===== src/rtl/vga_timing_pkg.sv =====
// vga_timing_pkg: default 640x480@60 timing constants shared by the VGA ROM reader.
package vga_timing_pkg;
    localparam int VGA_H_ACTIVE   = 640;
    localparam int VGA_H_FP       = 16;
    localparam int VGA_H_SYNC     = 96;
    localparam int VGA_H_BP       = 48;
    localparam int VGA_H_TOTAL    = VGA_H_ACTIVE + VGA_H_FP + VGA_H_SYNC + VGA_H_BP;
    localparam int VGA_V_ACTIVE   = 480;
    localparam int VGA_V_FP       = 10;
    localparam int VGA_V_SYNC     = 2;
    localparam int VGA_V_BP       = 33;
    localparam int VGA_V_TOTAL    = VGA_V_ACTIVE + VGA_V_FP + VGA_V_SYNC + VGA_V_BP;
    localparam int VGA_DATA_WIDTH = 24;
    localparam int VGA_ADDR_WIDTH = 24;
endpackage


===== src/rtl/vga_rom_reader_if.sv =====
// vga_rom_reader_if: pixel-tick control, ROM port and video outputs of the VGA ROM reader.
interface vga_rom_reader_if
    import vga_timing_pkg::*;
#(
    parameter int DATA_WIDTH = VGA_DATA_WIDTH
);
    logic                      pix_ce;
    logic                      blank_en;
    logic [VGA_ADDR_WIDTH-1:0] rom_addr;
    logic [DATA_WIDTH-1:0]     rom_rdata;
    logic [7:0]                red;
    logic [7:0]                green;
    logic [7:0]                blue;
    logic                      hsync;
    logic                      vsync;
    logic                      de;
    logic                      frame_start;

    modport slave (
        input  pix_ce, blank_en, rom_rdata,
        output rom_addr, red, green, blue, hsync, vsync, de, frame_start
    );

    modport master (
        output pix_ce, blank_en, rom_rdata,
        input  rom_addr, red, green, blue, hsync, vsync, de, frame_start
    );
endinterface


===== src/rtl/vga_timing.sv =====
// vga_timing: h/v raster counters with stage-0 active, sync and frame-origin decode.
module vga_timing
    import vga_timing_pkg::*;
#(
    parameter int H_ACTIVE = VGA_H_ACTIVE,
    parameter int H_FP     = VGA_H_FP,
    parameter int H_SYNC   = VGA_H_SYNC,
    parameter int H_BP     = VGA_H_BP,
    parameter int V_ACTIVE = VGA_V_ACTIVE,
    parameter int V_FP     = VGA_V_FP,
    parameter int V_SYNC   = VGA_V_SYNC,
    parameter int V_BP     = VGA_V_BP
) (
    input  logic clk,
    input  logic rst,
    input  logic i_pix_ce,
    output logic o_active,
    output logic o_hsync,
    output logic o_vsync,
    output logic o_origin
);
    localparam int H_TOT = H_ACTIVE + H_FP + H_SYNC + H_BP;
    localparam int V_TOT = V_ACTIVE + V_FP + V_SYNC + V_BP;
    localparam int HW    = $clog2(H_TOT);
    localparam int VW    = $clog2(V_TOT);
    localparam logic [HW-1:0] H_LAST = HW'(H_TOT - 1);
    localparam logic [HW-1:0] H_ACT  = HW'(H_ACTIVE);
    localparam logic [HW-1:0] H_SS   = HW'(H_ACTIVE + H_FP);
    localparam logic [HW-1:0] H_SE   = HW'(H_ACTIVE + H_FP + H_SYNC);
    localparam logic [VW-1:0] V_LAST = VW'(V_TOT - 1);
    localparam logic [VW-1:0] V_ACT  = VW'(V_ACTIVE);
    localparam logic [VW-1:0] V_SS   = VW'(V_ACTIVE + V_FP);
    localparam logic [VW-1:0] V_SE   = VW'(V_ACTIVE + V_FP + V_SYNC);

    logic [HW-1:0] r_h_cnt;
    logic [VW-1:0] r_v_cnt;

    always_ff @(posedge clk or negedge rst) begin
        if (!rst) begin
            r_h_cnt <= '0;
            r_v_cnt <= '0;
        end else if (i_pix_ce) begin
            r_h_cnt <= (r_h_cnt == H_LAST) ? '0 : r_h_cnt + HW'(1);
            if (r_h_cnt == H_LAST)
                r_v_cnt <= (r_v_cnt == V_LAST) ? '0 : r_v_cnt + VW'(1);
        end
    end

    assign o_active = (r_h_cnt < H_ACT) && (r_v_cnt < V_ACT);
    assign o_hsync  = !((r_h_cnt >= H_SS) && (r_h_cnt < H_SE));
    assign o_vsync  = !((r_v_cnt >= V_SS) && (r_v_cnt < V_SE));
    assign o_origin = (r_h_cnt == '0) && (r_v_cnt == '0);
endmodule


===== src/rtl/vga_rom_reader.sv =====
// vga_rom_reader: streams a frame-sized pixel ROM onto VGA timing through a two-stage pipeline.
module vga_rom_reader
    import vga_timing_pkg::*;
#(
    parameter int H_ACTIVE   = VGA_H_ACTIVE,
    parameter int H_FP       = VGA_H_FP,
    parameter int H_SYNC     = VGA_H_SYNC,
    parameter int H_BP       = VGA_H_BP,
    parameter int V_ACTIVE   = VGA_V_ACTIVE,
    parameter int V_FP       = VGA_V_FP,
    parameter int V_SYNC     = VGA_V_SYNC,
    parameter int V_BP       = VGA_V_BP,
    parameter int DATA_WIDTH = VGA_DATA_WIDTH
) (
    input logic             clk,
    input logic             rst,
    vga_rom_reader_if.slave bus
);
    logic                      w_active, w_hsync, w_vsync, w_origin;
    logic [VGA_ADDR_WIDTH-1:0] r_rom_addr;
    logic                      r_active1, r_hsync1, r_vsync1, r_origin1;
    logic [DATA_WIDTH-1:0]     r_pixel;
    logic                      r_de, r_hsync, r_vsync, r_frame_start;

    vga_timing #(
        .H_ACTIVE(H_ACTIVE), .H_FP(H_FP), .H_SYNC(H_SYNC), .H_BP(H_BP),
        .V_ACTIVE(V_ACTIVE), .V_FP(V_FP), .V_SYNC(V_SYNC), .V_BP(V_BP)
    ) u_timing (
        .clk      (clk),
        .rst      (rst),
        .i_pix_ce (bus.pix_ce),
        .o_active (w_active),
        .o_hsync  (w_hsync),
        .o_vsync  (w_vsync),
        .o_origin (w_origin)
    );

    // Address advances only on active pixels, so blanking holds the last fetched word
    always_ff @(posedge clk or negedge rst) begin
        if (!rst) begin
            r_rom_addr    <= '0;
            r_active1     <= 1'b0;
            r_hsync1      <= 1'b1;
            r_vsync1      <= 1'b1;
            r_origin1     <= 1'b0;
            r_pixel       <= '0;
            r_de          <= 1'b0;
            r_hsync       <= 1'b1;
            r_vsync       <= 1'b1;
            r_frame_start <= 1'b0;
        end else begin
            r_frame_start <= bus.pix_ce && r_origin1;
            if (bus.pix_ce) begin
                r_rom_addr <= w_origin ? '0 : w_active ? r_rom_addr + 24'd1 : r_rom_addr;
                r_active1  <= w_active;
                r_hsync1   <= w_hsync;
                r_vsync1   <= w_vsync;
                r_origin1  <= w_origin;
                r_pixel    <= (r_active1 && !bus.blank_en) ? bus.rom_rdata : '0;
                r_de       <= r_active1;
                r_hsync    <= r_hsync1;
                r_vsync    <= r_vsync1;
            end
        end
    end

    assign bus.rom_addr    = r_rom_addr;
    assign bus.red         = r_pixel[23:16];
    assign bus.green       = r_pixel[15:8];
    assign bus.blue        = r_pixel[7:0];
    assign bus.de          = r_de;
    assign bus.hsync       = r_hsync;
    assign bus.vsync       = r_vsync;
    assign bus.frame_start = r_frame_start;
endmodule


===== src/flat_wrapper.sv =====
// flat-port wrapper written by rule: the top's interface ports become plain ports
module vga_rom_reader_flat import vga_timing_pkg::*;
#(
    parameter int H_ACTIVE   = VGA_H_ACTIVE,
    parameter int H_FP       = VGA_H_FP,
    parameter int H_SYNC     = VGA_H_SYNC,
    parameter int H_BP       = VGA_H_BP,
    parameter int V_ACTIVE   = VGA_V_ACTIVE,
    parameter int V_FP       = VGA_V_FP,
    parameter int V_SYNC     = VGA_V_SYNC,
    parameter int V_BP       = VGA_V_BP,
    parameter int DATA_WIDTH = VGA_DATA_WIDTH
)
  (clk, rst, bus_pix_ce, bus_blank_en, bus_rom_rdata, bus_rom_addr, bus_red, bus_green, bus_blue, bus_hsync, bus_vsync, bus_de, bus_frame_start);
  vga_rom_reader_if #(.DATA_WIDTH(DATA_WIDTH)) bus_i ();
  input logic clk;
  input logic rst;
  input wire logic [$bits(bus_i.pix_ce)-1:0] bus_pix_ce;
  input wire logic [$bits(bus_i.blank_en)-1:0] bus_blank_en;
  input wire logic [$bits(bus_i.rom_rdata)-1:0] bus_rom_rdata;
  output wire logic [$bits(bus_i.rom_addr)-1:0] bus_rom_addr;
  output wire logic [$bits(bus_i.red)-1:0] bus_red;
  output wire logic [$bits(bus_i.green)-1:0] bus_green;
  output wire logic [$bits(bus_i.blue)-1:0] bus_blue;
  output wire logic [$bits(bus_i.hsync)-1:0] bus_hsync;
  output wire logic [$bits(bus_i.vsync)-1:0] bus_vsync;
  output wire logic [$bits(bus_i.de)-1:0] bus_de;
  output wire logic [$bits(bus_i.frame_start)-1:0] bus_frame_start;
  assign bus_i.pix_ce = bus_pix_ce;
  assign bus_i.blank_en = bus_blank_en;
  assign bus_i.rom_rdata = bus_rom_rdata;
  assign bus_rom_addr = bus_i.rom_addr;
  assign bus_red = bus_i.red;
  assign bus_green = bus_i.green;
  assign bus_blue = bus_i.blue;
  assign bus_hsync = bus_i.hsync;
  assign bus_vsync = bus_i.vsync;
  assign bus_de = bus_i.de;
  assign bus_frame_start = bus_i.frame_start;
  vga_rom_reader #(.H_ACTIVE(H_ACTIVE), .H_FP(H_FP), .H_SYNC(H_SYNC), .H_BP(H_BP), .V_ACTIVE(V_ACTIVE), .V_FP(V_FP), .V_SYNC(V_SYNC), .V_BP(V_BP), .DATA_WIDTH(DATA_WIDTH)) u_core (.clk(clk), .rst(rst), .bus(bus_i));
endmodule

===== config.mk =====
export PLATFORM = sky130hd
export DESIGN_NAME = vga_rom_reader_flat
export DESIGN_NICKNAME = d
export VERILOG_FILES = /design/src/rtl/vga_timing_pkg.sv /design/src/rtl/vga_rom_reader_if.sv /design/src/rtl/vga_timing.sv /design/src/rtl/vga_rom_reader.sv /design/src/flat_wrapper.sv
export SDC_FILE = /design/constraint.sdc
export NUM_CORES = 1
export LEC_CHECK = 0
export BUFFER_PORTS_ARGS = -buffer_cell sky130_fd_sc_hd__buf_2
export CORE_MARGIN = 2
export CORE_UTILIZATION = 59
export CTS_CLUSTER_SIZE = 28
export DETAILED_ROUTE_END_ITERATION = 10
export PLACE_DENSITY = 0.87
export SLEW_MARGIN = 5
export SYNTH_ARGS = -nofsm -noshare
export SYNTH_HDL_FRONTEND = slang
export SYNTH_SLANG_ARGS = --single-unit
export TNS_END_PERCENT = 100

===== constraint.sdc =====
create_clock -name clk -period 5.9 [get_ports clk]
set_clock_uncertainty 0.15 [all_clocks]
set_input_delay 0 -clock clk [delete_from_list [all_inputs] [get_ports clk]]
set_output_delay 0 -clock clk [all_outputs]
set_load 0.05 [all_outputs]

==> flow_summary.yaml, run 1 <==
synthesis:
  yosys.area_share.simple_pct: 21.7
  synthAdderAreaFrac_pct: 1.68
  synth_cells: 408
  async_flop_share_pct: 100
  synth_top_family_by_area: "simple AND/OR/NAND/NOR gates"
  synth-xor-area-share_pct: 1.65
  synth_seq_area_share_pct: 51.2
  synth_nets: 441
  synth.ff_latch_count: 76
  syn_area_sq_um: 3730
  synth_edf_count: 0
  synth_compound_area_share_pct: 16.6
  synth.avg_cell_area_sq_um: 9.13
  yosysWarnings: 0
  synth.distinct_cells: 44
  synth-main-ff-cell: "dfrtp_1"
  synthMuxAreaShare_pct: 1.44
cts:
  clockRootBuffer: "clkbuf_8"
  clockBufferDepth: 2
  clk_pin_slew_ns: 0.10
  cts_max_level: 3
  clkLatencyLatePin_ns: 0.35
  cts_made_buffers: 9
  cts_sinks: 76
  cts_tree: "done"
final_layout:
  area_growth_pct: 25.6
  layout-drive-gt1-share_pct: 21.8
  finish.net_count: 546
  fin_util_pct: 77.6
  antenna_cells: 0
routing:
  drc_errors: 0
  drt_pass1_iterations: 5
  routedWlPerCell_microns: 17.6
  first_iter_violations: 447
  vias: 3658
  ant_nets: 0
  wirelength_microns: 10400
  avgViaCountPerCell: 6.17
sta:
  tightest_slew_ns: 0.976
  period_share_pct: 46.3
  fmax_mhz: 366
  setup_viol: 0
  setup-tns-final_ns: 0
  min_period_ns: 2.73
  hold_slack_ns: -0.00416
  relSlewSlack_pct: 34.4
  hold_violations: 2
  slew_violations: 0
  rsz0062_at_grt: "false"
setup_path:
  cp-start-kind: "flip-flop"
  worst-endpoint-required_ns: 6.02
  cp.arrival_ns: 2.85
  cp-end-kind: "flip-flop"
  critPathKind: "reg -> reg"
  crit_path_max_fanout: 21
run_status:
  status: "finished, violations left"
  violations: "negative hold slack"
grt:
  grt_max_degree: 77
  grt_pass1_vias: 3425
  grt_pass1_wl_microns: 16900
  gr-usage-all-layers_pct: 30.4
  antenna_found_initial: 0
  overflow: 0
die:
  rows: 28
  die_y_microns: 83.5
  start_util_pct: 61.8
  fp.dieW_microns: 83.5
  fp.dieArea_sq_um: 6970
  coreArea_sq_um: 6030
  ios: 80
pwr:
  ir_drop_mv: 0.244
  p_leak_nw: 2.17
  finalPower_mw: 1.37
  p_per_area_nw_per_um2: 294
placed_design:
  dp_hpwl_microns: 5990
  gp_congestion: 0.886
  portBuffers: 79
flow_run:
  drv_cap: 0
hold_path:
  hold_path_class: "in -> reg"
registers in the layout, summed over array words and instances, names as in the netlist:
name,count
u_core.bus.rom_addr,24
u_core.r_pixel,24
u_core.u_timing.r_h_cnt,10
u_core.u_timing.r_v_cnt,10
u_core.bus.de,1
u_core.bus.frame_start,1
u_core.bus.hsync,1
u_core.bus.vsync,1
u_core.r_active1,1
u_core.r_hsync1,1
u_core.r_origin1,1
u_core.r_vsync1,1
per-layer routing:
layer  track usage [%]  routed length [microns]  up-vias
met5                 0                        0        -
met1              37.8                     3950     1738
met2              52.0                     5250      235
met4              12.8                      401        0
met3              6.23                      817       38
li1                  -                        -     1647
cell usage in the layout (no fill, tap or decap), drive strengths merged, types with 2 or more instances in the layout:
cell type    count
buf             82
dfrtp           72
o21ai           69
nand2           50
inv             37
dlygate4sd3     30
nand3           21
nor2            14
nor3            13
clkbuf          13
a21oi           12
nand4           11
nor4            10
a21o             8
and3             7
o31ai            6
a22oi            6
nand2b           5
ha               5
or4              5
xnor2            4
dfstp            4
or3              3
xor2             3
and4             3
mux2             3
a32oi            3
nor2b            2
nor3b            2
mux2i            2
or2              2
o22ai            2
and2             2
what timing repair did:
item / 4_1_cts / 5_1_grt
hold buffers: 30 / 0
endpoints found under the setup margin: 0 / 0
hold endpoints to repair: 96 / 0
resized for setup: 0 / 0
setup buffers: 0 / 0
worst max-delay path, stage by stage (launching register included):
cell,delay [ns]
dfrtp_1,0.44
o21ai_0,0.22
nand3_1,0.59
a21oi_1,0.90
nand3_1,0.13
o21ai_0,0.21
where the power goes:
part	switching (mW)	internal, mW	total, mW	leakage, nW
Combinational	0.221	0.0887	0.309	1.08
Clock	0.202	0.220	0.422	0.0998
Sequential	0.0745	0.568	0.642	0.990
Total	0.497	0.877	1.37	2.17
metrics by stage:
stage	worst slack, ns	hold WS [ns]	instances	area (sq um)
finish	3.17	-0.00416	593	4680
global route	2.91	0.00414	593	4680
CTS	3.25	0.000894	593	4670
detailed placement	3.20	0.0501	547	4170
global placement	3.22	0.0477	547	4170
floorplan	3.56	-0.446	408	3730
cell type report:
type / instances / area [sq um]
Sequential cell: 76 / 1910
Multi-Input combinational cell: 277 / 1610
Fill cell: 392 / 1350
Timing Repair Buffer: 112 / 721
Clock buffer: 13 / 159
Inverter: 37 / 139
Tap cell: 75 / 93.8
Clock inverter: 3 / 46.3
worst paths after layout:
check                                             end                       start  cells after the start  slack [ns]
setup / recovery              u_core.bus.rom_addr[12]  u_core.u_timing.r_h_cnt[7]                      5        3.17
min in group asynchronous          u_core.r_pixel[22]                         rst                      2        0.18
hold reg to reg                u_core.bus.frame_start            u_core.r_origin1                      1        0.33
setup reg to reg              u_core.bus.rom_addr[12]  u_core.u_timing.r_h_cnt[7]                      5        3.17
max in group asynchronous  u_core.u_timing.r_v_cnt[4]                         rst                      2        4.79
hold / removal                      u_core.r_pixel[9]                bus_blank_en                      5      -0.004
cells by family after synthesis:
| logic type | after synthesis |
|---|---|
| AND/OR/NAND/NOR | 151 |
| buffers and inverters | 55 |
| AO/OA/AOI/OAI | 109 |
| multiplexers | 5 |
| adder cells (fa/ha/maj) | 5 |
| XOR/XNOR | 7 |
| flip-flops | 76 |
Yosys cell counts (2+ instances only):
cell | instances | area share (%)
dfrtp_1 | 72 | 48
o21ai_0 | 67 | 9.0
nand2_1 | 50 | 5.0
inv_1 | 37 | 3.7
nand3_1 | 21 | 2.8
clkbuf_1 | 15 | 1.5
nor2_1 | 14 | 1.4
a21oi_1 | 12 | 1.6
nand4_1 | 11 | 1.8
nor3_1 | 11 | 1.5
a21o_1 | 8 | 1.6
nor4_1 | 8 | 1.3
and3_1 | 7 | 1.2
a22oi_1 | 6 | 1.2
o31ai_1 | 6 | 1.2
ha_1 | 5 | 1.7
nand2b_1 | 5 | 0.84
dfstp_2 | 4 | 2.8
xnor2_1 | 4 | 0.94
a32oi_1 | 3 | 0.71
and4_1 | 3 | 0.71
mux2_2 | 3 | 0.91
or3_1 | 3 | 0.50
or4_1 | 3 | 0.60
xor2_1 | 3 | 0.71
buf_2 | 2 | 0.27
mux2i_1 | 2 | 0.54
nor2b_1 | 2 | 0.34
nor3b_1 | 2 | 0.40
o21ai_1 | 2 | 0.27
o22ai_1 | 2 | 0.34
or2_2 | 2 | 0.34
or4_4 | 2 | 0.60
(Power assumes the default switching activity.)
==> run 2, diff against run 1 <==
- CORE_UTILIZATION: 59 -> 49
- PLACE_DENSITY: 0.87 -> 0.78
- clock period: 5.9 -> 2.3 ns (I/O delays scaled with it)
==> run 2 against run 1 <==
Design area increased by 12%. Highest routed layer unchanged. Critical path depth increased by 3. Utilization decreased by 5.6 points. Wire length increased by 13%. Cell count increased by 13%. Non-clock buffer count increased by 53. Die area increased by 19%. The run still ends with negative hold slack left.
==> flow_summary.yaml, run 2 (synthesis gave the netlist of run 1 again) <==
cts:
  cts_max_level: 3
  clk_pin_slew_ns: 0.09
  cts_sinks: 76
  cts_made_buffers: 9
  clkLatencyLatePin_ns: 0.37
  clockBufferDepth: 2
  cts_tree: "done"
  clockRootBuffer: "clkbuf_8"
sta:
  setup-tns-final_ns: 0
  period_share_pct: 99.3
  rsz0062_at_grt: "true"
  relSlewSlack_pct: 61.3
  hold_slack_ns: -0.00255
  setup_viol: 0
  tightest_slew_ns: 0.581
  slew_violations: 0
  hold_violations: 1
  fmax_mhz: 438
  setup_ws_ns: 0.0161
  min_period_ns: 2.28
hold_path:
  hold_path_class: "in -> reg"
  hold_path_depth: 5
  min_to: "u_core.r_pixel[4]"
  hold_start: "bus_blank_en"
placed_design:
  dp_hpwl_microns: 6360
  pre_cts_ws_ns: -0.0171
  portBuffers: 79
  gp_congestion: 0.880
grt:
  overflow: 0
  antenna_found_initial: 0
  met1_usage_pct: 35.0
  use_met2_pct: 46.1
  grt_pass1_wl_microns: 18500
  grt-busiest-layer: "met2"
  grt_max_degree: 46
  gr-usage-all-layers_pct: 27.9
  grt_pass1_vias: 3754
  use_met3_pct: 5.39
run_status:
  status: "finished, violations left"
  violations: "negative hold slack"
setup_path:
  cp-end-kind: "flip-flop"
  cp-start-kind: "flip-flop"
  crit_path_max_fanout: 5
  crit_chain: "inv_2 > ha_1 > or4b_4 > nor3_4 > buf_6 > nand2_2 > a21oi_1 > mux2i_1"
  cp.arrival_ns: 2.38
  max_stage_delay_ns: 0.51
  reg2reg_slack_ns: 0.02
  worst-endpoint-required_ns: 2.40
  critPathTopFamily: "simple AND/OR/NAND/NOR gates"
  path_buf_inv: 2
  critPathKind: "reg -> reg"
  r2r_end: "u_core.bus.rom_addr[18]"
  reg2reg_depth: 8
  cp_slowest_cell: "or4b_4"
  r2r_start: "u_core.u_timing.r_h_cnt[1]"
pwr:
  ir_drop_mv: 0.407
  p_leak_nw: 2.48
  p_per_area_nw_per_um2: 731
final_layout:
  mostFrequentLayoutCells: "buf_2, dfrtp_1, o21ai_0, nand2_1, dlygate4sd3_1"
  fillerInstances: 474
  fin_util_pct: 72.1
  antenna_cells: 0
  mostFrequentLayoutCell: "buf_2"
  area_growth_pct: 41.1
  layout-drive-gt1-share_pct: 29.0
  finish.net_count: 600
routing:
  drt_pass1_iterations: 5
  drc_errors: 0
  ant_nets: 0
  vias: 3951
  wirelength_microns: 11700
  avgViaCountPerCell: 5.89
  routedWlPerCell_microns: 17.5
  first_iter_violations: 539
die:
  rows: 31
  coreArea_sq_um: 7290
  die_y_microns: 91.2
  ios: 80
  fp.dieArea_sq_um: 8320
  fp.dieW_microns: 91.2
  start_util_pct: 51.1
flow_run:
  drv_cap: 0
## run 2: cell count changes in the layout (fill, tap and decap cells not counted), sizes merged
cell / before / now
inv: 37 / 38
a21o: 8 / 9
dlymetal6s4s: 0 / 1
buf: 82 / 120
dlygate4sd3: 30 / 44
clkbuf: 13 / 9
bufinv: 1 / 3
clkinvlp: 1 / 2
## run 2: through the flow
step / power (mW) / std cells / instance area (sq um)
final: 3.84 / 671 / 5260
after global routing: 3.99 / 671 / 5260
after CTS: 3.76 / 665 / 5160
after detailed placement: 2.45 / 601 / 4430
after global placement: 2.43 / 601 / 4430
after floorplan: 2.16 / 408 / 3730
## run 2: timing repair
action	in CTS	in global routing
endpoints found under the setup margin	3	28
pin swaps	0	2
hold buffers	48	0
cloned	0	2
hold endpoints to repair	95	0
gates resized for setup	2	20
buffers inserted	0	7
## run 2: cell type report
class,instances,area (sq um),area share (%)
clock inverter,7,123,2.33
timing repair buffer,165,1180,22.4
tap,99,124,2.36
clock buffer,9,124,2.36
multi-input combinational,278,1660,31.5
sequential,76,1910,36.4
inverter,37,139,2.64
## run 2: layer usage
metal,vias up,wire length [microns],share of wire (%)
li1,1760,-,-
met1,1899,4550,39
met2,244,5830,50
met3,48,798,6.8
met4,0,553,4.7
met5,-,0,0
## run 2: worst max path at each step
stage	start	endpoint	depth (start not counted)
after floorplan	u_core.bus.rom_addr[0]	u_core.bus.rom_addr[20]	7
after global placement	u_core.u_timing.r_h_cnt[0]	u_core.bus.rom_addr[19]	6
after detailed placement	u_core.u_timing.r_h_cnt[0]	u_core.bus.rom_addr[21]	7
after CTS	u_core.u_timing.r_h_cnt[0]	u_core.bus.rom_addr[10]	8
after global routing	u_core.u_timing.r_h_cnt[1]	u_core.bus.rom_addr[10]	8
final	u_core.u_timing.r_h_cnt[1]	u_core.bus.rom_addr[18]	8
## run 2: worst register-to-register path, cell delays in order, from the launching register on
cell and delay [ns]:
dfrtp_1 0.42, inv_2 0.09, ha_1 0.16, or4b_4 0.51, nor3_4 0.31, buf_6 0.16, nand2_2 0.11, a21oi_1 0.17
mux2i_1 0.09
## run 2: power by group
group | internal, mW | switching (mW)
combinational | 0.321 | 0.651
sequential | 1.46 | 0.128
clock | 0.726 | 0.551
total | 2.51 | 1.33
==> run 3, diff against run 2 <==
- ABC_CLOCK_PERIOD_IN_PS: unset -> 1900
- SLEW_MARGIN: 5 -> 30
- clock period: 2.3 -> 1.9 ns (I/O delays scaled with it)
==> run 3 against run 2 <==
The flow finishes with violations (negative hold slack, negative setup slack). Via count is 8.7% higher. Sequential power is 19% higher. First-iteration DRC count is 13% lower. Register-to-register slack worse by 0.30 ns. Count of clock-buffer cells in the layout stayed put.
==> flow_summary.yaml, run 3 (synthesis gave the netlist of run 1 again) <==
run_status:
  status: "finished, violations left"
  violations: "negative hold slack, negative setup slack"
cts:
  clockBufferDepth: 2
  cts_tree: "done"
  cts_made_buffers: 9
  clk_pin_slew_ns: 0.10
  cts_max_level: 3
  clkLatencyLatePin_ns: 0.37
  cts_sinks: 76
  clockRootBuffer: "clkbuf_8"
final_layout:
  antenna_cells: 0
  area_growth_pct: 54.0
  layout-drive-gt1-share_pct: 40.3
  finish.net_count: 638
  mostFrequentLayoutCell: "buf_2"
  design_area_sq_um: 5740
  fillerInstances: 395
  mostFrequentLayoutCells: "buf_2, buf_4, dfrtp_1, nand2_1, dlygate4sd3_1"
die:
  start_util_pct: 51.1
  fp.dieW_microns: 91.2
  ios: 80
  die_y_microns: 91.2
  rows: 31
  fp.dieArea_sq_um: 8320
  coreArea_sq_um: 7290
sta:
  min_period_ns: 2.19
  hold_violations: 1
  fmax_mhz: 458
  rsz0062_at_grt: "true"
  relSlewSlack_pct: 63.4
  setup_viol: 29
  hold_slack_ns: -0.000392
  period_share_pct: 115
  setup_ws_ns: -0.285
  slew_violations: 0
  tightest_slew_ns: 0.550
routing:
  first_iter_violations: 470
  drc_errors: 0
  wirelength_microns: 14200
  ant_nets: 0
  avgViaCountPerCell: 6.06
  vias: 4294
  drt_pass1_iterations: 5
  routedWlPerCell_microns: 20.0
setup_path:
  reg2reg_depth: 8
  critPathKind: "reg -> reg"
  max_stage_delay_ns: 0.50
  crit_top_cell: "o21ai_1"
  crit_path_max_fanout: 7
  reg2reg_slack_ns: -0.29
  cp-start-kind: "flip-flop"
  r2r_start: "u_core.u_timing.r_h_cnt[1]"
  r2r_end: "u_core.bus.rom_addr[22]"
  crit_end: "u_core.bus.rom_addr[22]"
  cp_slowest_cell: "or4b_4"
  cp.arrival_ns: 2.29
  crit_chain: "inv_2 > ha_4 > or4b_4 > nor4_4 > buf_6 > a22oi_1 > o21ai_1 > o21ai_1"
  cp-end-kind: "flip-flop"
  cp-startpoint: "u_core.u_timing.r_h_cnt[1]"
  worst-endpoint-required_ns: 2.00
grt:
  grt_max_degree: 44
  grt_pass1_vias: 4299
  antenna_found_initial: 0
  gr-usage-all-layers_pct: 32.0
  overflow: 0
  grt_pass1_wl_microns: 20800
hold_path:
  hold_path_class: "in -> async"
pwr:
  ir_drop_mv: 0.354
  finalPower_mw: 4.70
  p_per_area_nw_per_um2: 819
  p_leak_nw: 2.63
placed_design:
  gp_congestion: 0.838
  pre_cts_ws_ns: -0.243
  portBuffers: 79
  place_area_sq_um: 4770
  dp_hpwl_microns: 6790
flow_run:
  drv_cap: 0
## run 3: cell count changes in the layout (fill, tap and decap cells not counted), sizes merged
cell | previous run | this run
buf | 120 | 160
bufinv | 3 | 0
inv | 38 | 41
a21o | 9 | 8
clkbuf | 9 | 10
dlygate4sd3 | 44 | 43
dlymetal6s4s | 1 | 0
## run 3: power by group
part	leakage [nW]	internal (mW)	switching, mW
logic	1.57	0.620	0.981
registers	0.976	1.77	0.115
clock network	0.0886	0.495	0.714
total	2.63	2.89	1.81
## run 3: metrics by stage
step / utilization, % / hold slack, ns / instances / setup TNS (ns)
after global routing: 78.7 / 0.0441 / 709 / -7.10
after global placement: 65.4 / -0.138 / 638 / -2.83
after detailed placement: 65.4 / -0.137 / 638 / -4.22
final: 78.7 / -0.000392 / 709 / -5.21
after floorplan: - / -0.446 / 408 / -4.36
after CTS: 75.7 / 0.000291 / 699 / -3.05
## run 3: worst min path at each step
| stage | start | end |
|---|---|---|
| floorplan | rst | u_core.bus.de |
| global route | bus_blank_en | u_core.r_pixel[16] |
| CTS | bus_blank_en | u_core.r_pixel[16] |
| finish | rst | u_core.u_timing.r_h_cnt[5] |
| global placement | rst | u_core.u_timing.r_h_cnt[5] |
| detailed placement | rst | u_core.u_timing.r_h_cnt[5] |
## run 3: metal layers
| metal | GRT usage, % | part of all wire [%] | up-vias |
|---|---|---|---|
| li1 | - | - | 1832 |
| met5 | 0 | 0 | - |
| met4 | 19.2 | 6.7 | 0 |
| met2 | 53.8 | 49 | 309 |
| met3 | 6.06 | 8.6 | 102 |
| met1 | 38.2 | 36 | 2051 |
## run 3: area by class of cell
| type | count | area, sq um | share of cell area (%) |
|---|---|---|---|
| Clock buffer | 9 | 124 | 2.16 |
| Clock inverter | 7 | 57.6 | 1.00 |
| Inverter | 37 | 139 | 2.42 |
| Multi-Input combinational cell | 277 | 1880 | 32.8 |
| Sequential cell | 76 | 1920 | 33.5 |
| Tap cell | 99 | 124 | 2.16 |
| Timing Repair Buffer | 204 | 1490 | 26.0 |
## run 3: critical path: cells and delay by family (launching register included)
| family | cells | cell delay, ns |
|---|---|---|
| simple gates | 2 | 0.71 |
| flops | 1 | 0.42 |
| compound gates | 3 | 0.41 |
| buf+inv | 2 | 0.28 |
| fa+ha+maj | 1 | 0.11 |
## run 3: what timing repair did
item | in CTS | in global routing
setup endpoints to repair | 32 | 48
hold buffers | 43 | 0
setup buffers | 3 | 10
pin swaps | 14 | 25
resized for setup | 29 | 44
gates cloned | 0 | 1
hold endpoints to repair | 100 | 0
